### src/rtl/fb_port_arbiter_if.sv
// Bus bundle between the sprite-BRAM arbiter, its two requesters and the BRAM.
// The arbiter is the slave; requesters and the BRAM model sit on the master side.
interface fb_port_arbiter_if #(
    parameter int ADDR_BITS = 16,
    parameter int DATA_W    = 8
);
    logic                 rd_req;
    logic [ADDR_BITS-1:0] rd_addr;
    logic [DATA_W-1:0]    rd_data;
    logic                 rd_valid;

    logic                 wr_valid;
    logic [ADDR_BITS-1:0] wr_addr;
    logic [DATA_W-1:0]    wr_data;
    logic                 wr_ready;

    logic                 ram_en;
    logic                 ram_we;
    logic [ADDR_BITS-1:0] ram_addr;
    logic [DATA_W-1:0]    ram_wdata;
    logic [DATA_W-1:0]    ram_rdata;

    modport slave (
        input  rd_req, rd_addr, wr_valid, wr_addr, wr_data, ram_rdata,
        output rd_data, rd_valid, wr_ready, ram_en, ram_we, ram_addr, ram_wdata
    );

    modport master (
        output rd_req, rd_addr, wr_valid, wr_addr, wr_data, ram_rdata,
        input  rd_data, rd_valid, wr_ready, ram_en, ram_we, ram_addr, ram_wdata
    );
endinterface

### src/rtl/fb_port_arbiter.sv
// Single-port sprite BRAM arbiter: display reads always win with fixed 2-cycle
// latency; upload writes are queued in a small FIFO and drained on idle slots.
module fb_port_arbiter #(
    parameter int ADDR_BITS  = 16,
    parameter int DATA_W     = 8,
    parameter int FIFO_DEPTH = 4,
    parameter int SAFE_WR    = 1,
    parameter int STARVE_LIM = 4096
) (
    input  logic                        clk,
    input  logic                        reset,
    fb_port_arbiter_if.slave            bus,
    input  logic                        blank,
    output logic [$clog2(FIFO_DEPTH):0] fifo_level,
    output logic                        wr_starve
);
    localparam int PW = $clog2(FIFO_DEPTH);
    localparam int LW = PW + 1;
    localparam int SW = $clog2(STARVE_LIM + 1);

    typedef enum logic [1:0] {IDLE, RD, WR} state_t;

    state_t               state;
    logic [ADDR_BITS-1:0] fifo_addr [FIFO_DEPTH];
    logic [DATA_W-1:0]    fifo_data [FIFO_DEPTH];
    logic [PW-1:0]        head;
    logic [PW-1:0]        tail;
    logic [LW-1:0]        level;
    logic [SW-1:0]        starve_cnt;
    logic [SW-1:0]        starve_next;
    logic                 fifo_nonempty;
    logic                 push;
    logic                 pop;

    assign bus.wr_ready = (level < LW'(FIFO_DEPTH));
    assign bus.rd_data  = bus.ram_rdata;
    assign fifo_level   = level;

    // Pop decision uses the registered level, so a write pushed into an empty
    // FIFO can drain at the earliest on the following edge.
    always_comb begin
        fifo_nonempty = (level != '0);
        push          = bus.wr_valid && bus.wr_ready;
        pop           = !bus.rd_req && fifo_nonempty && ((SAFE_WR == 0) || blank);
        starve_next   = starve_cnt;
        if (!fifo_nonempty || pop)
            starve_next = '0;
        else if (starve_cnt < SW'(STARVE_LIM))
            starve_next = starve_cnt + 1'b1;
    end

    always_ff @(posedge clk) begin
        if (push) begin
            fifo_addr[tail] <= bus.wr_addr;
            fifo_data[tail] <= bus.wr_data;
        end
    end

    always_ff @(posedge clk) begin
        if (reset) begin
            state         <= IDLE;
            bus.ram_en    <= 1'b0;
            bus.ram_we    <= 1'b0;
            bus.ram_addr  <= '0;
            bus.ram_wdata <= '0;
            bus.rd_valid  <= 1'b0;
            head          <= '0;
            tail          <= '0;
            level         <= '0;
            starve_cnt    <= '0;
            wr_starve     <= 1'b0;
        end else begin
            bus.rd_valid <= (state == RD);
            starve_cnt   <= starve_next;
            if (starve_next == SW'(STARVE_LIM))
                wr_starve <= 1'b1;

            if (push)
                tail <= tail + 1'b1;
            if (pop)
                head <= head + 1'b1;
            level <= level + LW'(push) - LW'(pop);

            if (bus.rd_req) begin
                state        <= RD;
                bus.ram_en   <= 1'b1;
                bus.ram_we   <= 1'b0;
                bus.ram_addr <= bus.rd_addr;
            end else if (pop) begin
                state         <= WR;
                bus.ram_en    <= 1'b1;
                bus.ram_we    <= 1'b1;
                bus.ram_addr  <= fifo_addr[head];
                bus.ram_wdata <= fifo_data[head];
            end else begin
                state      <= IDLE;
                bus.ram_en <= 1'b0;
                bus.ram_we <= 1'b0;
            end
        end
    end
endmodule

### src/flat_wrapper.sv
// flat-port wrapper written by rule: the top's interface ports become plain ports
module fb_port_arbiter_flat 
#(
    parameter int ADDR_BITS  = 16,
    parameter int DATA_W     = 8,
    parameter int FIFO_DEPTH = 4,
    parameter int SAFE_WR    = 1,
    parameter int STARVE_LIM = 4096
)
  (clk, reset, blank, fifo_level, wr_starve, bus_rd_req, bus_rd_addr, bus_wr_valid, bus_wr_addr, bus_wr_data, bus_ram_rdata, bus_rd_data, bus_rd_valid, bus_wr_ready, bus_ram_en, bus_ram_we, bus_ram_addr, bus_ram_wdata);
  fb_port_arbiter_if #(.ADDR_BITS(ADDR_BITS), .DATA_W(DATA_W)) bus_i ();
  input  logic clk;
  input  logic reset;
  input  logic blank;
  output logic [$clog2(FIFO_DEPTH):0] fifo_level;
  output logic wr_starve;
  input wire logic [$bits(bus_i.rd_req)-1:0] bus_rd_req;
  input wire logic [$bits(bus_i.rd_addr)-1:0] bus_rd_addr;
  input wire logic [$bits(bus_i.wr_valid)-1:0] bus_wr_valid;
  input wire logic [$bits(bus_i.wr_addr)-1:0] bus_wr_addr;
  input wire logic [$bits(bus_i.wr_data)-1:0] bus_wr_data;
  input wire logic [$bits(bus_i.ram_rdata)-1:0] bus_ram_rdata;
  output wire logic [$bits(bus_i.rd_data)-1:0] bus_rd_data;
  output wire logic [$bits(bus_i.rd_valid)-1:0] bus_rd_valid;
  output wire logic [$bits(bus_i.wr_ready)-1:0] bus_wr_ready;
  output wire logic [$bits(bus_i.ram_en)-1:0] bus_ram_en;
  output wire logic [$bits(bus_i.ram_we)-1:0] bus_ram_we;
  output wire logic [$bits(bus_i.ram_addr)-1:0] bus_ram_addr;
  output wire logic [$bits(bus_i.ram_wdata)-1:0] bus_ram_wdata;
  assign bus_i.rd_req = bus_rd_req;
  assign bus_i.rd_addr = bus_rd_addr;
  assign bus_i.wr_valid = bus_wr_valid;
  assign bus_i.wr_addr = bus_wr_addr;
  assign bus_i.wr_data = bus_wr_data;
  assign bus_i.ram_rdata = bus_ram_rdata;
  assign bus_rd_data = bus_i.rd_data;
  assign bus_rd_valid = bus_i.rd_valid;
  assign bus_wr_ready = bus_i.wr_ready;
  assign bus_ram_en = bus_i.ram_en;
  assign bus_ram_we = bus_i.ram_we;
  assign bus_ram_addr = bus_i.ram_addr;
  assign bus_ram_wdata = bus_i.ram_wdata;
  fb_port_arbiter #(.ADDR_BITS(ADDR_BITS), .DATA_W(DATA_W), .FIFO_DEPTH(FIFO_DEPTH), .SAFE_WR(SAFE_WR), .STARVE_LIM(STARVE_LIM)) u_core (.clk(clk), .reset(reset), .bus(bus_i), .blank(blank), .fifo_level(fifo_level), .wr_starve(wr_starve));
endmodule
### config.mk
export PLATFORM = sky130hd
export DESIGN_NAME = fb_port_arbiter_flat
export DESIGN_NICKNAME = d
export VERILOG_FILES = /design/src/rtl/fb_port_arbiter_if.sv /design/src/rtl/fb_port_arbiter.sv /design/src/flat_wrapper.sv
export SDC_FILE = /design/constraint.sdc
export NUM_CORES = 1
export LEC_CHECK = 0
export ABC_CLOCK_PERIOD_IN_PS = 3700
export CORE_MARGIN = 3
export CORE_UTILIZATION = 55
export CTS_BUF_LIST = sky130_fd_sc_hd__clkbuf_8
export DETAILED_ROUTE_END_ITERATION = 16
export PLACE_DENSITY = 0.87
export SLEW_MARGIN = 20
export SYNTH_ARGS = -nofsm -noshare
export SYNTH_HDL_FRONTEND = slang
export SYNTH_SLANG_ARGS = --single-unit
### constraint.sdc
create_clock -name clk -period 3.7 [get_ports clk]
set_input_delay 0.37 -clock clk [delete_from_list [all_inputs] [get_ports clk]]
set_output_delay 0.37 -clock clk [all_outputs]
set_load 0.02 [all_outputs]
Yosys cells after proc, flatten, opt, wreduce, memory -nomap -nowiden
Memories as Yosys holds them, arrays and structs flattened. A register that Yosys moved wholly into a read port is not among the register bits.
Index checks and enable logic that the tools add are counted.
- bits in registers: 42
- bits in latches: 0
- memory bits (writable): 96
- bits in read-only memories: 0
- bits of input ports: 53
- memories: 2
- add/sub/neg operators: 5
- $mul: 0
- divide/modulo/power cells: 0
- $lt $le $gt $ge: 2
- equality and inequality tests: 2
- shift-type cells: 0
- multiplexer cells: 12
- bitwise gates (word level): 1
- reductions and logical operators: 10
- memories (memory ; depth ; bits a word ; rd ports ; clocked after memory_dff ; wr ports ; RTL line ; text):
    u_core.fifo_addr ; 4 ; 16 ; 1 ; 1 ; 1 ; fb_port_arbiter.sv:24 ; logic [ADDR_BITS-1:0] fifo_addr [FIFO_DEPTH];
    u_core.fifo_data ; 4 ; 8 ; 1 ; 1 ; 1 ; fb_port_arbiter.sv:25 ; logic [DATA_W-1:0] fifo_data [FIFO_DEPTH];
- operators with widths (cell ; count):
    16-bit two-way mux ; 2
    13-bit two-way mux ; 2
    13-bit by 1-bit adder with 13-bit output (second input constant) ; 1
    13-bit == test (second input constant) ; 1
    13-bit less-than comparator (second input constant) ; 1
    2-bit two-way mux ; 3
    1-bit two-way mux ; 5
    2-bit by 1-bit adder with 2-bit output (second input constant) ; 2
    3-bit by 1-bit adder with 3-bit output ; 1
    1-bit logical AND ; 3
    3-bit less-than comparator (second input constant) ; 1
    3-bit nonzero test ; 1
    3-bit by 1-bit subtractor with 3-bit output ; 1
    2-bit by 1-bit == test with 1-bit output (second input constant) ; 1
    1-bit zero test ; 2
    2-bit AND reduction ; 1
    2-bit nonzero test ; 1
    2-bit OR reduction ; 1
    1-bit logical OR ; 1
    1-bit inverter ; 1

Depth between registers and ports, before layout
Gate-level depths: netlist of run 1.
- depth in word-level cells: 6
- depth in mapped cells: 14
- gate-level depth less buffers: 11

Least setup slack after synthesis of run 1
No wires, ideal clock.
- path type: flip-flop to flip-flop
- start point: register u_core.level[2], in the netlist u_core.fifo_level[2]
- end point: register u_core.level[2], in the netlist u_core.fifo_level[2]
- data arrival time: 2.543 ns
- required time: 3.572 ns
- path slack: 1.030 ns
- stages on the path, launching flop included: 15
- buffers on the path: 3
- clock period less this slack: 2.670 ns
- cell sequence: dfxtp_1 -> o31ai_1 -> buf_2 -> nand2b_1 -> buf_2 -> inv_2 -> buf_2 -> ha_1 -> inv_1 -> ha_1 -> inv_1 -> fa_1 -> xnor2_1 -> xnor2_1 -> nor2_1
- cells in the longest elaborated chain, start to end: 4
- RTL lines (item ; RTL line ; text):
    start: declaration ; fb_port_arbiter.sv:28 ; logic [LW-1:0] level;
    start signal: assignment ; fb_port_arbiter.sv:82 ; level <= level + LW'(push) - LW'(pop);
    3-bit nonzero test ; fb_port_arbiter.sv:42 ; fifo_nonempty = (level != '0);
    1-bit logical AND (2 in series) ; fb_port_arbiter.sv:44 ; pop = !bus.rd_req && fifo_nonempty && ((SAFE_WR == 0) || blank);
    named net u_core.pop ; fb_port_arbiter.sv:33 ; logic pop;
    3-bit by 1-bit subtractor with 3-bit output ; fb_port_arbiter.sv:82 ;
The timed path passes the listed nets, and every way through them passes these cells.
A chain may end at the register's enable or synchronous reset.

Worst setup path after layout of run 1
- start point: register u_core.level[2], in the netlist u_core.fifo_level[2]
- end point: register u_core.level[2], in the netlist u_core.fifo_level[2]
- cells in the longest elaborated chain, start to end: 4
- RTL lines (item ; RTL line):
    3-bit less-than comparator or 3-bit nonzero test (tied branches) ; fb_port_arbiter.sv:35, fb_port_arbiter.sv:42
    1-bit logical AND, on equally long branches ; fb_port_arbiter.sv:43, fb_port_arbiter.sv:44
    3-bit by 1-bit adder with 3-bit output or 1-bit logical AND (tied branches) ; fb_port_arbiter.sv:82, fb_port_arbiter.sv:44
    3-bit by 1-bit subtractor with 3-bit output (*) ; fb_port_arbiter.sv:82
Every way passes the cells marked *; elsewhere a longest branch is shown, timed or not.

==> results of run 1 <==
## sequential cells by signal (all words and copies together) (netlist names), named ones only
name                  cells
u_core.fifo_addr         64
u_core.fifo_data         32
u_core.bus.ram_addr      16
u_core.starve_cnt        13
u_core.bus.ram_wdata      8
u_core.fifo_level         3
u_core.head               2
u_core.state              2
u_core.tail               2
u_core.bus.ram_en         1
u_core.bus.rd_valid       1
u_core.wr_starve          1
## cell type report
type                       instances  area [µm²]
clock inverter                    13       165.2
tap                              133       166.4
fill                             633        2940
multi-input combinational        217        1738
inverter                           9       33.78
timing repair buffer              85       835.8
sequential                       147        3904
clock buffer                      19       261.5
## through the flow
step	instances	cell area (µm²)	util, %	hold WS (ns)
floorplan	403	5821	-	0.4421
global placement	590	6663	66.33	0.4333
detailed placement	591	6678	66.48	0.4240
CTS	623	7104	70.73	0.4392
global route	623	7104	70.73	0.4563
finish	623	7104	70.73	0.4322
## placed cells by master (no fill, tap or decap), types with 2 or more instances in the layout
cell	instances
edfxtp_1	96
clkdlybuf4s50_1	76
nor2_1	59
dfxtp_1	51
a21oi_1	27
mux4_2	24
nand2_1	24
mux2i_1	19
clkbuf_8	19
xnor2_1	11
inv_1	9
buf_4	8
ha_1	7
and2_1	5
xor2_1	5
nand2b_1	4
nor2b_1	4
nand3_1	4
bufinv_16	4
nor4_1	3
a31oi_1	3
nor3_1	3
clkinv_1	3
inv_2	2
o32a_1	2
clkinv_2	2
## per-layer routing
layer	GRT usage [%]	wire length [µm]
met5	0	0
met4	10.46	238
met3	5.033	595
met2	34.56	5872
met1	26.25	4798
## path summary, 6_finish.rpt
kind	to	slack (ns)	cells past startpoint
max reg2reg	u_core.fifo_level[2]	0.61	11
min reg2reg	u_core.bus.rd_valid	0.43	1
max	u_core.fifo_level[2]	0.61	11
min	u_core.bus.rd_valid	0.43	1
## cells by family (layout without fill, tap and decap cells)
| family | Yosys count | after routing | synth area share [%] |
|---|---|---|---|
| muxes | 43 | 43 | 12.55 |
| DFF | 147 | 147 | 67.07 |
| adders and majority gates | 8 | 8 | 1.849 |
| xor gates and xnor gates | 16 | 16 | 2.407 |
| buffers and inverters | 39 | 126 | 3.310 |
| AOI/OAI and AO/OA | 37 | 37 | 3.762 |
| and+or+nand+nor | 113 | 113 | 9.050 |
## worst max-delay path, delay by kind of cell, from the launching register on
kind / cells / cell delay, ns
buffers and inverters: 3 / 0.30
flip-flops: 1 / 0.37
AO/OA/AOI/OAI: 1 / 0.65
adder cells (fa/ha/maj): 3 / 0.81
XOR/XNOR: 2 / 0.31
AND/OR/NAND/NOR: 2 / 0.51
## power by group through the flow
| stage | registers [mW] | logic, mW | clock network [mW] |
|---|---|---|---|
| 2_1_floorplan | 2.11 | 0.552 | 0 |
| 3_3_place_gp | 2.08 | 0.873 | 0 |
| 3_5_place_dp | 2.09 | 0.907 | 0 |
| 4_1_cts | 2.06 | 0.920 | 1.33 |
| 5_1_grt | 2.08 | 0.986 | 1.39 |
| 6_report | 2.06 | 0.910 | 1.31 |
==> run_results.csv, run 1 <==
group,metric,value,unit
outcome,outcome,"finished clean",
layout,area_growth,22.05,%
layout,diodes,0,
global_route,grt_pass1_wl,18460,µm
sta,maxSlewViolCount,0,
pwr,vdd_drop_max,0.0003165,V
die,core_area,10040,µm²
sta,hold_viol,0,
worst_setup_path,critPathMaxStageDelay,0.65,ns
yosys,yosysWarnings,0,
die,io_pins,93,
drt,vias,3474,
pwr,power.total,4.279,mW
die,die-area,11850,µm²
worst_setup_path,path_cells,"o31ai_4 -> nand2b_1 -> inv_2 -> ha_1 -> inv_1 -> ha_1 -> inv_1 -> fa_1 -> xnor2_1 -> xnor2_1 -> nor2_1",
clock_network,cts_buffer_depth,2,
clock_network,cts_sinks,147,
layout,drive_gt1_share,13.67,%
sta,finalSetupViolations,0,
pwr,power.switching,1.128,mW
worst_setup_path,slowest_stage,"o31ai_4",
hold_path,hold_path.class,"reg -> reg",
yosys,ys_seq_elements,147,
yosys,yosysUniqueCellTypes,37,
yosys,yosysSeqAreaShare,67.07,%
sta,min_period,3.087,ns
drt,wl,11510,µm
worst_setup_path,cp.required,4.00,ns
die,die_height,108.9,µm
pwr,swShare,26.36,%
yosys,synth_most_common_cell,"edfxtp_1",
layout,finalNetCount,538,
clock_network,clkTransAtPathRegs,0.07,ns
clock_network,ctsResizeCount,0,
global_route,globalRouteTotalUtil,21.06,%
pwr,pwr_density_cell,602.3,nW/µm²
worst_setup_path,crit_type,"reg -> reg",
job,drv_cap,0,
sta,finClkSkew,0.01239,ns
placement,gp_congestion,0.8456,
sta,timing.fmax,324.0,MHz
yosys,synth.top_cells.by_count,"edfxtp_1, nor2_1, dfxtp_1",
sta,rsz0062_at_grt,"false",
yosys,syn_inst,403,
yosys,synth_top_area_share,49.53,%
drt,drtIter0Drc,263,
yosys,synth-async-reset-ratio,0,%
yosys,netlist_area,5821,µm²
global_route,gr-total-overflow,0,
yosys,syn_avg_cell_area,14.44,µm²
global_route,grt_max_degree,39,
placement,place_ws,0.5588,ns
clock_network,clk_latency,0.43,ns
drt,drc,0,
yosys,yosys-top-cells-area,"edfxtp_1, dfxtp_1, mux4_2",
sta,fin_crit_sh,83.43,%
yosys,synth_nets,464,
drt,firstDrtPassIters,4,
sta,slew_headroom,46.96,%
worst_setup_path,r2r_start,"u_core.fifo_level[2]",
global_route,first_global_vias,3643,
yosys,synth_top_cell_by_area,"edfxtp_1",
drt,drtAntennaViolNets,0,
global_route,grt_antenna_before_repair,0,
placement,numPortBuffers,76,
clock_network,cts_hold_buffers,0,
placement,hpwl,7579,µm
sta,tightest_slew,0.7945,ns
sta,worst_slack,0.6132,ns
worst_setup_path,cp-startpoint,"u_core.fifo_level[2]",
clock_network,tritoncts,"yes",
worst_setup_path,critical_path_peak_fanout,11,
yosys,synth_edf_count,96,
pwr,combinationalPowerShare,21.3,%
clock_network,cts_setup_buffers,0,
sta,tns,0,ns
drt,wire_per_inst,18.47,µm
die,die_x,108.9,µm
yosys,synth_top_flop_cell,"edfxtp_1",
die,rows,36,
clock_network,cts_htree_levels,4,
pwr,p_leak,2.513,nW
pwr,p_seq_share,48.1,%
clock_network,cts_buffers,17,
hold_path,min_from,"u_core.state[1]",
die,start_util,57.95,%
pwr,clockPowerShare,30.6,%
worst_setup_path,start_kind,"flip-flop",
drt,vias_per_cell,5.576,
worst_setup_path,endpoint_kind,"flip-flop",
clock_network,cts-root-buf,"clkbuf_8",
pwr,p_int,3.151,mW
worst_setup_path,crit_arrival,3.39,ns
(Power assumes the default switching activity.)
==> run 2: changes to the inputs <==
- ABC_CLOCK_PERIOD_IN_PS: 3700 -> 2830
- CORE_UTILIZATION: 55 -> 50
- PLACE_DENSITY: 0.87 -> 0.83
- clock period: 3.7 -> 2.83 ns (I/O delays scaled with it)
==> run_results.csv, run 2 (same netlist as run 1, synthesis figures left out) <==
group,metric,value,unit
outcome,outcome,"finished clean",
sta,finClkSkew,0.01625,ns
sta,timing.fmax,445.4,MHz
layout,drive_gt1_share,14.84,%
pwr,p_seq_share,47.2,%
clock_network,cts_setup_buffers,0,
layout,top_register,"u_core.fifo_addr",
pwr,p_leak,2.530,nW
layout,stdcell_count,632,
sta,rsz0062_at_grt,"false",
global_route,first_global_vias,3537,
sta,hold_viol,0,
global_route,grt_antenna_before_repair,0,
clock_network,tritoncts,"yes",
placement,gp_congestion,0.8293,
layout,filler_cell_count,793,
drt,drtIter0Drc,215,
sta,tightest_slew,0.8038,ns
placement,dpl.cell_count,600,
layout,multi_input_area,1738,µm²
layout,diodes,0,
hold_path,hold_path.class,"reg -> reg",
clock_network,cts_htree_levels,4,
drt,vias_per_cell,5.448,
pwr,power.total,5.693,mW
drt,vias,3443,
sta,maxSlewViolCount,0,
placement,numPortBuffers,76,
die,rows,38,
global_route,grt_pass1_wl,18110,µm
layout,largest_reg_flops,64,
die,die_x,113.9,µm
layout,area_growth,23.56,%
pwr,pwr_density_cell,791.6,nW/µm²
worst_setup_path,endpoint_kind,"flip-flop",
die,start_util,52.32,%
pwr,power.switching,1.551,mW
drt,wl,11320,µm
clock_network,ctsResizeCount,0,
drt,drc,0,
pwr,clockPowerShare,31.8,%
clock_network,cts-root-buf,"clkbuf_8",
layout,finalNetCount,540,
global_route,grt_max_degree,38,
layout,seq_area,3904,µm²
die,die_height,113.9,µm
drt,wire_per_inst,17.91,µm
drt,firstDrtPassIters,5,
clock_network,clkTransAtPathRegs,0.09,ns
drt,drtAntennaViolNets,0,
sta,min_period,2.245,ns
layout,layout_common_cells,"edfxtp_1, clkdlybuf4s50_1, nor2_1, dfxtp_1, a21oi_1",
global_route,gr-total-overflow,0,
layout,largestRegisters,"u_core.fifo_addr (64), u_core.fifo_data (32), u_core.bus.ram_addr (16)",
global_route,globalRouteTotalUtil,18.50,%
sta,slew_headroom,46.34,%
worst_setup_path,cp.required,3.15,ns
sta,finalSetupViolations,0,
placement,hpwl,7495,µm
worst_setup_path,crit_arrival,2.56,ns
die,io_pins,93,
layout,layout_commonest_cell,"edfxtp_1",
worst_setup_path,crit_type,"reg -> reg",
pwr,combinationalPowerShare,21.0,%
job,drv_cap,0,
sta,tns,0,ns
worst_setup_path,start_kind,"flip-flop",
die,core_area,11130,µm²
clock_network,cts_buffer_depth,2,
pwr,p_int,4.143,mW
clock_network,cts_hold_buffers,0,
die,die-area,12970,µm²
sta,fin_crit_sh,79.33,%
clock_network,cts_buffers,17,
pwr,vdd_drop_max,0.0005601,V
clock_network,cts_sinks,147,
clock_network,clk_latency,0.44,ns
worst_setup_path,critical_path_peak_fanout,5,
pwr,swShare,27.23,%
[run 2: cell types whose count changed in the layout (fill, tap and decap cells not counted)]
cell / delta
buf_12: +4
clkinv_1: -2
inv_6: +3
clkinv_4: +3
clkinvlp_4: +1
clkbuf_8: -1
clkinv_2: -2
inv_1: -2
buf_4: -1
buf_8: -1
[run 2: metal layers]
layer	vias to the layer above	routed length (µm)	track usage [%]
li1	1610	-	-
met1	1712	4604	22.65
met2	110	5937	32.08
met3	11	665	5.199
met4	0	112	5.622
met5	-	0	0
[run 2: worst paths after layout]
check / start / end / slack, ns / depth (start not counted)
min: u_core.state[1] / u_core.bus.rd_valid / 0.43 / 1
max reg2reg: u_core.fifo_level[2] / u_core.fifo_level[2] / 0.58 / 11
max: u_core.fifo_level[2] / u_core.fifo_level[2] / 0.58 / 11
min reg2reg: u_core.state[1] / u_core.bus.rd_valid / 0.43 / 1
[run 2: through the flow]
stage                     utilization (%)  setup WS, ns  area [µm²]  hold slack, ns
after detailed placement            60.62        0.3238        6744          0.4209
after CTS                           64.64        0.5689        7192          0.4337
after global routing                64.64        0.4008        7192          0.4465
after floorplan                         -        0.1599        5821          0.3819
final                               64.64        0.5850        7192          0.4333
after global placement              60.62        0.4120        6744          0.4045
[run 2: power groups by stage]
stage	sequential [mW]	clock (mW)	combinational (mW)
floorplan	2.76	0	0.722
global placement	2.72	0	1.17
detailed placement	2.74	0	1.20
CTS	2.69	1.84	1.21
global route	2.72	1.94	1.30
finish	2.68	1.81	1.20
[run 2: final cells by class]
class / instances / share of cell area, %
sequential: 147 / 54.28
inverter: 9 / 0.4697
timing repair buffer: 87 / 12.42
clock inverter: 14 / 2.784
tap: 140 / 2.436
multi-input combinational: 217 / 24.16
clock buffer: 18 / 3.445
[run 2: worst max-delay path, stage by stage (launching register included)]
cell and delay, ns:
dfxtp_1 0.37, o31ai_4 0.28, nand2b_1 0.18, inv_2 0.05
ha_1 0.27, inv_1 0.06, ha_1 0.13, inv_1 0.05
fa_1 0.37, xnor2_1 0.19, xnor2_1 0.15, nor2_1 0.05
